### config.mk
export PLATFORM = sky130hd
export DESIGN_NAME = unidade_controle_asteroide
export DESIGN_NICKNAME = d
export VERILOG_FILES = /design/src/rtl/asteroides_pkg.sv /design/src/rtl/unidade_controle_asteroide_contador_passo.sv /design/src/rtl/unidade_controle_asteroide.sv
export SDC_FILE = /design/constraint.sdc
export NUM_CORES = 1
export LEC_CHECK = 0
export CAP_MARGIN = 40
export CORE_MARGIN = 5
export CORE_UTILIZATION = 35
export DETAILED_ROUTE_END_ITERATION = 7
export GPL_TIMING_DRIVEN = 0
export SYNTH_ARGS = -nofsm -noshare
export SYNTH_HDL_FRONTEND = slang
export SYNTH_SLANG_ARGS = --single-unit
### constraint.sdc
create_clock -name clock -period 2.8 [get_ports clock]
set_input_delay 0.28 -clock clock [delete_from_list [all_inputs] [get_ports clock]]
set_output_delay 0.28 -clock clock [all_outputs]
set_load 0.1 [all_outputs]
### src/rtl/asteroides_pkg.sv
// Shared definitions for the asteroid game control path.
// Holds the FSM state codes, which the hex display decoder and the benches also use.
package asteroides_pkg;

    localparam int unsigned ESTADO_W = 4;

    localparam logic [ESTADO_W-1:0] ST_INICIAL     = 4'h0;
    localparam logic [ESTADO_W-1:0] ST_PREPARA     = 4'h1;
    localparam logic [ESTADO_W-1:0] ST_ESPERA      = 4'h2;
    localparam logic [ESTADO_W-1:0] ST_CALC_X      = 4'h3;
    localparam logic [ESTADO_W-1:0] ST_SALVA_X     = 4'h4;
    localparam logic [ESTADO_W-1:0] ST_CALC_Y      = 4'h5;
    localparam logic [ESTADO_W-1:0] ST_SALVA_Y     = 4'h6;
    localparam logic [ESTADO_W-1:0] ST_VERIFICA    = 4'h7;
    localparam logic [ESTADO_W-1:0] ST_PERDE_VIDA  = 4'h8;
    localparam logic [ESTADO_W-1:0] ST_CHECA_VIDAS = 4'h9;
    localparam logic [ESTADO_W-1:0] ST_RESPAWN     = 4'hA;
    localparam logic [ESTADO_W-1:0] ST_FIM         = 4'hB;

endpackage

### src/rtl/unidade_controle_asteroide_contador_passo.sv
// Step-delay counter: counts 0..PASSO_CICLOS-1 while enabled.
// fim is high on the last count.
module contador_passo #(
    parameter int unsigned PASSO_CICLOS = 50_000
) (
    input  logic clock,
    input  logic reset,
    input  logic clear,
    input  logic enable,
    output logic fim
);

    localparam int unsigned CNT_W = $clog2(PASSO_CICLOS + 1);
    localparam logic [CNT_W-1:0] ULTIMO = CNT_W'(PASSO_CICLOS - 1);

    logic [CNT_W-1:0] contagem;

    always_ff @(posedge clock or negedge reset) begin
        if (!reset) begin
            contagem <= '0;
        end else if (clear) begin
            contagem <= '0;
        end else if (enable) begin
            if (contagem == ULTIMO) contagem <= '0;
            else                    contagem <= contagem + CNT_W'(1);
        end
    end

    assign fim = (contagem == ULTIMO);

endmodule

### src/rtl/unidade_controle_asteroide.sv
// Control FSM for the asteroid datapath: timed X/Y moves, collision/hit check,
// life decrement and end of game. Outputs are Moore-decoded from the state register.
module unidade_controle_asteroide
    import asteroides_pkg::*;
#(
    parameter int unsigned PASSO_CICLOS = 50_000
) (
    input  logic       clock,
    input  logic       reset,
    input  logic       iniciar,
    input  logic       dir_x,
    input  logic       dir_y,
    input  logic       velocidade,
    input  logic       colisao,
    input  logic       acertou,
    input  logic       vidas,
    output logic       clear_reg_asteroide,
    output logic       enable_reg_asteroide_x,
    output logic       enable_reg_asteroide_y,
    output logic       select_mux_coor,
    output logic       select_mux_incremento,
    output logic       select_sum_sub,
    output logic       clear_decrementer,
    output logic       load_decrementer,
    output logic       ent_decrementer,
    output logic       pronto,
    output logic       fim_jogo,
    output logic [3:0] db_estado
);

    logic [ESTADO_W-1:0] estado;
    logic [ESTADO_W-1:0] proximo;
    logic                fim_passo;
    logic                dir_x_r;
    logic                dir_y_r;
    logic                vel_r;
    logic                em_espera;

    assign em_espera = (estado == ST_ESPERA);

    contador_passo #(
        .PASSO_CICLOS(PASSO_CICLOS)
    ) u_contador_passo (
        .clock (clock),
        .reset (reset),
        .clear (!em_espera),
        .enable(em_espera),
        .fim   (fim_passo)
    );

    // State register
    always_ff @(posedge clock or negedge reset) begin
        if (!reset) estado <= ST_INICIAL;
        else        estado <= proximo;
    end

    // Direction/speed frozen for the whole move sequence
    always_ff @(posedge clock or negedge reset) begin
        if (!reset) begin
            dir_x_r <= 1'b0;
            dir_y_r <= 1'b0;
            vel_r   <= 1'b0;
        end else if (em_espera && fim_passo) begin
            dir_x_r <= dir_x;
            dir_y_r <= dir_y;
            vel_r   <= velocidade;
        end
    end

    // Next-state logic
    always_comb begin
        proximo = ST_INICIAL;
        case (estado)
            ST_INICIAL:     proximo = iniciar ? ST_PREPARA : ST_INICIAL;
            ST_PREPARA:     proximo = ST_ESPERA;
            ST_ESPERA:      proximo = fim_passo ? ST_CALC_X : ST_ESPERA;
            ST_CALC_X:      proximo = ST_SALVA_X;
            ST_SALVA_X:     proximo = ST_CALC_Y;
            ST_CALC_Y:      proximo = ST_SALVA_Y;
            ST_SALVA_Y:     proximo = ST_VERIFICA;
            ST_VERIFICA: begin
                if (colisao)      proximo = ST_PERDE_VIDA;
                else if (acertou) proximo = ST_RESPAWN;
                else              proximo = ST_ESPERA;
            end
            ST_PERDE_VIDA:  proximo = ST_CHECA_VIDAS;
            ST_CHECA_VIDAS: proximo = vidas ? ST_RESPAWN : ST_FIM;
            ST_RESPAWN:     proximo = ST_ESPERA;
            ST_FIM:         proximo = iniciar ? ST_PREPARA : ST_FIM;
            default:        proximo = ST_INICIAL;
        endcase
    end

    // Output decode
    always_comb begin
        clear_reg_asteroide    = 1'b0;
        enable_reg_asteroide_x = 1'b0;
        enable_reg_asteroide_y = 1'b0;
        select_mux_coor        = 1'b0;
        select_mux_incremento  = 1'b0;
        select_sum_sub         = 1'b0;
        clear_decrementer      = 1'b0;
        load_decrementer       = 1'b0;
        ent_decrementer        = 1'b0;
        pronto                 = 1'b0;
        fim_jogo               = 1'b0;
        case (estado)
            ST_INICIAL: begin
                pronto            = 1'b1;
                clear_decrementer = 1'b1;
            end
            ST_PREPARA: begin
                clear_reg_asteroide = 1'b1;
                load_decrementer    = 1'b1;
            end
            ST_CALC_X: begin
                select_mux_incremento = vel_r;
                select_sum_sub        = dir_x_r;
            end
            ST_SALVA_X: begin
                select_mux_incremento  = vel_r;
                select_sum_sub         = dir_x_r;
                enable_reg_asteroide_x = 1'b1;
            end
            ST_CALC_Y: begin
                select_mux_coor       = 1'b1;
                select_mux_incremento = vel_r;
                select_sum_sub        = dir_y_r;
            end
            ST_SALVA_Y: begin
                select_mux_coor        = 1'b1;
                select_mux_incremento  = vel_r;
                select_sum_sub         = dir_y_r;
                enable_reg_asteroide_y = 1'b1;
            end
            ST_PERDE_VIDA: ent_decrementer     = 1'b1;
            ST_RESPAWN:    clear_reg_asteroide = 1'b1;
            ST_FIM:        fim_jogo            = 1'b1;
            default: ;
        endcase
    end

    assign db_estado = estado;

endmodule

Word-level counts from Yosys, hierarchy flattened --
Cells that the tools add are included.
Operators by class: eq/ne operators 12, multiplexer cells 19, $add $sub $neg 1, reduce and logical (&&, ||, !) cells 6
Operators with widths (count):
- $pmux 4 s11 | 1
- $mux 16 | 2
- $add 16x1->16 const B | 1
- $eq 16x16->1 const B | 1
- $eq 4x3->1 const B | 4
- $eq 4x4->1 const B | 4
- $mux 1 | 12
- $mux 4 | 3
- $eq 4x2->1 const B | 2
- $reduce_or 2->1 | 3
- $eq 4x1->1 const B | 1
- $logic_not 4->1 | 1
- $reduce_or 4->1 | 1
- $pmux 1 s2 | 1
- $logic_and 1x1->1 | 1
Storage, ports and cells: output and inout bits 15, register bits 23, input port bits 9, logic and storage cells 43

Depth between registers and ports, before layout --
depth after elaboration 3, depth in mapped cells 6, depth with buffers taken out 5

Modules after synthesis --
From an unflattened synthesis, not the netlist that was laid out.
Second synthesis, totals: cell total of the unflattened synthesis 145, area total of the unflattened synthesis 1410.1 um^2
By module, submodules not included:
- contador_passo | sequential area each 400.4 um^2, cells an instance 89, area an instance 885.8 um^2, instances 1
- unidade_controle_asteroide | sequential area each 175.2 um^2, cells an instance 56, area an instance 524.3 um^2, instances 1

Worst setup path before layout --
Ideal clock, no wire load.
path type flip-flop to output port, start point register estado[0], in the netlist db_estado[0], end point output port pronto, data arrival time 4724 ps, cell stages (with the launch flop) 4, slack -2204 ps, buffers on the path 2, data required time 2520 ps, cells stage by stage dfrtp_1 buf_1 nor4_1 buf_4
Between the ends: word-level cells in the longest chain between the ends 2
Ends and longest elaborated chain:
- start, declared | line unidade_controle_asteroide.sv:31 | logic [ESTADO_W-1:0] estado;
- start signal, assigned | line unidade_controle_asteroide.sv:54 | else estado <= proximo;
- $logic_not 4->1
- $mux 1
- end, declared | line unidade_controle_asteroide.sv:26 | output logic pronto,
No other way between the ends.

Final worst setup path --
start point register estado[0], in the netlist db_estado[0], end point output port select_sum_sub
Between the ends: word-level cells in the longest chain between the ends 3, elaborated cells on any way between the ends 7, classes of those cells eq/ne: 4; mux: 1; reduce/logical: 2
Ends and longest elaborated chain:
- $eq 4x3->1 or $eq 4x2->1 (tied branches) | line unidade_controle_asteroide.sv:107 | case (estado)
- $reduce_or 2->1 (no source line)
- $pmux 1 s2 * | line unidade_controle_asteroide.sv:107
- end, declared | line unidade_controle_asteroide.sv:22 | output logic select_sum_sub,
Every way passes the cells marked *; elsewhere a longest branch is shown, timed or not.

==> PnR_summary.wiki <==
{| class="wikitable"
! Metric !! Value
|-
| Run status || finished, final reports clean
|-
| Post-place setup slack || between 300 and 400 ps
|-
| Mapped Nets || approximately 150
|-
| # Post-CTS Setup Buffers || 0
|-
| Antenna Nets Post-Route || 0
|-
| Placement row count || 21
|-
| Largest buffer count on any clock path || 2
|-
| Slew headroom || 0.619
|-
| First-pass GRT wire length || approximately 5.3 mm
|-
| DR WL/cell || 13.3 um
|-
| Fraction of final layout cells with drive strength greater than 1 || 0.208
|-
| Final Core Density || 0.548
|-
| Required time of the critical path || 2520 ps
|-
| YS warnings || 0
|-
| Post-layout instance area || between 1500 and 2000 um^2
|-
| Number of synthesized flops with an enable pin || 0
|-
| Ratio of routed vias to standard cells || 4.99
|-
| Post-layout net count || 189
|-
| Count of input and output buffers || 23
|-
| Register bit total from synthesis || 23
|-
| First-pass iteration count of the detailed router || 4
|-
| Antenna diode count || 0
|-
| Minimum setup slack in the final design || approximately 300 ps
|-
| Die Wd || about 70 um
|-
| Cell Pwr Density || about 1100 nW/um^2
|-
| Area of the die || ~5000 um^2
|-
| Async set-reset flop share out of synthesis || 1.00
|-
| DP HPWL || 2.39 mm
|-
| Latest clock arrival within the worst-skew pair || roughly 300 ps
|-
| Total leakage power || 0.000729 uW
|-
| Synth Instances || 136
|-
| Maximum fanout along the worst path || 10
|-
| Vertical die dimension || roughly 70 um
|-
| Largest net degree at the start of global routing || 14
|-
| WS Path Type || flip-flop to output pin
|-
| Slew @ Worst Pin || approximately 570 ps
|-
| Number of buffers added by the clock tree synthesis step || 3
|-
| Post-route DRC violation count || 0
|-
| Initial cell density of the core || 0.370
|-
| Period Utilization, post-route || 0.895
|-
| Count of pins over their slew limit || 0
|-
| Clock tree from TritonCTS || done
|-
| Worst setup EP type || output pin
|-
| Clk_skew || around 4.4 ps
|-
| CTS H-Tree Depth || 1
|-
| Total Routing Usage GR || 0.131
|-
| Launch instance of the worst register-to-register path || db_estado[0]
|-
| Placement-stage cell area || about 1800 um^2
|-
| Final count of negative-setup-slack endpoints || 0
|-
| Grt ovf || 0
|-
| Final critical path time including I/O delays and setup || ~2500 ps
|-
| Library cell used as clock root buffer || sky130_fd_sc_hd__clkbuf_4
|-
| Vias || ~1100
|-
| Clock Pin Slew Worst Setup and Hold Paths || around 110 ps
|-
| Sequential share of the synthesized area || 0.460
|-
| Post-synthesis instance area || 1250 um^2
|-
| Number of violations of the max-capacitance limit || 0
|-
| Launching instance or port of the critical path || db_estado[0]
|-
| Total I/O pin count || 24
|-
| Drt total wl || ~3 mm
|-
| Initial detailed-routing violation count || 40
|-
| Class of the worst hold path || input port to async pin
|-
| Kind of start point of the critical path || flip-flop
|-
| Most used flip-flop cell after synthesis || sky130_fd_sc_hd__dfrtp_1
|-
| Number of distinct library cell variants in the gate-level netlist after synthesis || 35
|-
| Core region area || approximately 3400 um^2
|-
| Commonest cells after routing, fill and taps aside || 23 x sky130_fd_sc_hd__dfrtp_1, 23 x sky130_fd_sc_hd__clkdlybuf4s50_1, 18 x sky130_fd_sc_hd__nor2_1
|-
| Vias in the first global route || 1123
|-
| Max Freq || 0.399 GHz
|-
| Min Hold Slack || around 310 ps
|-
| Crit path arrival time || 2230 ps
|-
| Final number of hold-violating endpoints || 0
|-
| Final estimated routing congestion in global placement || around 0.77
|-
| Number of antenna violations at the first check in global routing || 0
|-
| VDD IR-drop max || approximately 0.67 mV
|-
| Post-synthesis to final-layout area growth || 48.4%
|-
| Avg Synthesized Cell Area || about 9.2 um^2
|-
| TritonCTS Sinks || 23
|-
| Unrepaired setup endpoints after global routing || false
|}
## cell families after synthesis
kind of cell | count (synthesis) | synth area share
simple gates | 66 | 0.280
mux | 5 | 0.0440
fa+ha+maj | 1 | 0.00999
xor+xnor | 14 | 0.0979
compound gates | 16 | 0.0719
buf+inv | 11 | 0.0370
flops | 23 | 0.460
## through the flow
step / instances / TNS [ps] / power (uW)
6_report: 224 / 0 / 1960
5_1_grt: 224 / 0 / 2050
4_1_cts: 225 / 0 / 1980
3_5_place_dp: 221 / 0 / 1830
3_3_place_gp: 205 / -16.2 / 1560
2_1_floorplan: 136 / -292 / 1320
## state kept, by name (all words and copies together), names as in the netlist
register,flops
u_contador_passo.contagem,16
dir_x_r,1
db_estado,4
dir_y_r,1
vel_r,1
## critical path: stages (launching register included)
cell	delay, ps
sky130_fd_sc_hd__dfrtp_1	430
sky130_fd_sc_hd__clkbuf_2	310
sky130_fd_sc_hd__mux2i_1	110
sky130_fd_sc_hd__nor3b_1	180
sky130_fd_sc_hd__a21oi_1	70
sky130_fd_sc_hd__nor2_2	100
sky130_fd_sc_hd__clkdlybuf4s50_1	520
sky130_fd_sc_hd__buf_8	200
## final timing paths
| path | slack, ps | endpoint | cells after the start |
|---|---|---|---|
| setup / recovery | 290 | select_sum_sub | 7 |
| hold / removal | 310 | u_contador_passo.contagem[11] | 1 |
| setup reg to reg | 920 | dir_x_r | 4 |
| hold reg to reg | 500 | u_contador_passo.contagem[0] | 1 |
| max in group asynchronous | 2020 | db_estado[2] | 2 |
| min in group clock | 500 | u_contador_passo.contagem[0] | 1 |
## metal layers
metal	GRT usage	wire length [um]
met1	0.167	1390
met5	0	0
met3	0.0362	92
met4	0.0128	13
met2	0.226	1480
## cells in the mapped netlist, types with 2 or more instances
cell / n / area share
sky130_fd_sc_hd__a21oi_1: 4 / 0.016
sky130_fd_sc_hd__and3_1: 2 / 0.010
sky130_fd_sc_hd__clkbuf_1: 3 / 0.0090
sky130_fd_sc_hd__dfrtp_1: 23 / 0.46
sky130_fd_sc_hd__inv_1: 5 / 0.015
sky130_fd_sc_hd__mux2_2: 4 / 0.036
sky130_fd_sc_hd__nand2_1: 8 / 0.024
sky130_fd_sc_hd__nand2b_1: 4 / 0.020
sky130_fd_sc_hd__nand3_1: 5 / 0.020
sky130_fd_sc_hd__nand4_1: 4 / 0.020
sky130_fd_sc_hd__nor2_1: 21 / 0.063
sky130_fd_sc_hd__nor3_1: 8 / 0.032
sky130_fd_sc_hd__nor4_1: 4 / 0.020
sky130_fd_sc_hd__nor4b_1: 2 / 0.014
sky130_fd_sc_hd__o21ai_0: 7 / 0.028
sky130_fd_sc_hd__xnor2_1: 11 / 0.077
sky130_fd_sc_hd__xor2_1: 3 / 0.021
## report_power, final
part           leakage, uW  switching, uW  internal, uW
clock network    0.0000150           88.3          55.5
registers         0.000315           62.5           370
logic             0.000399            907           480
## layout make-up
type,count,area [um^2]
Timing Repair Buffer,39,470
Tap cell,46,57.6
Sequential cell,23,576
Buffer,5,26.3
Clock buffer,4,26.3
Inverter,5,18.8
Multi-Input combinational cell,102,683
Fill cell,280,1530
## timing repair
action                                  CTS  global route
endpoints found under the hold margin     0             0
hold buffers                              0             0
endpoints found under the setup margin    0             3
resized for setup                         0             3
Power figures use the tool's default switching activity.
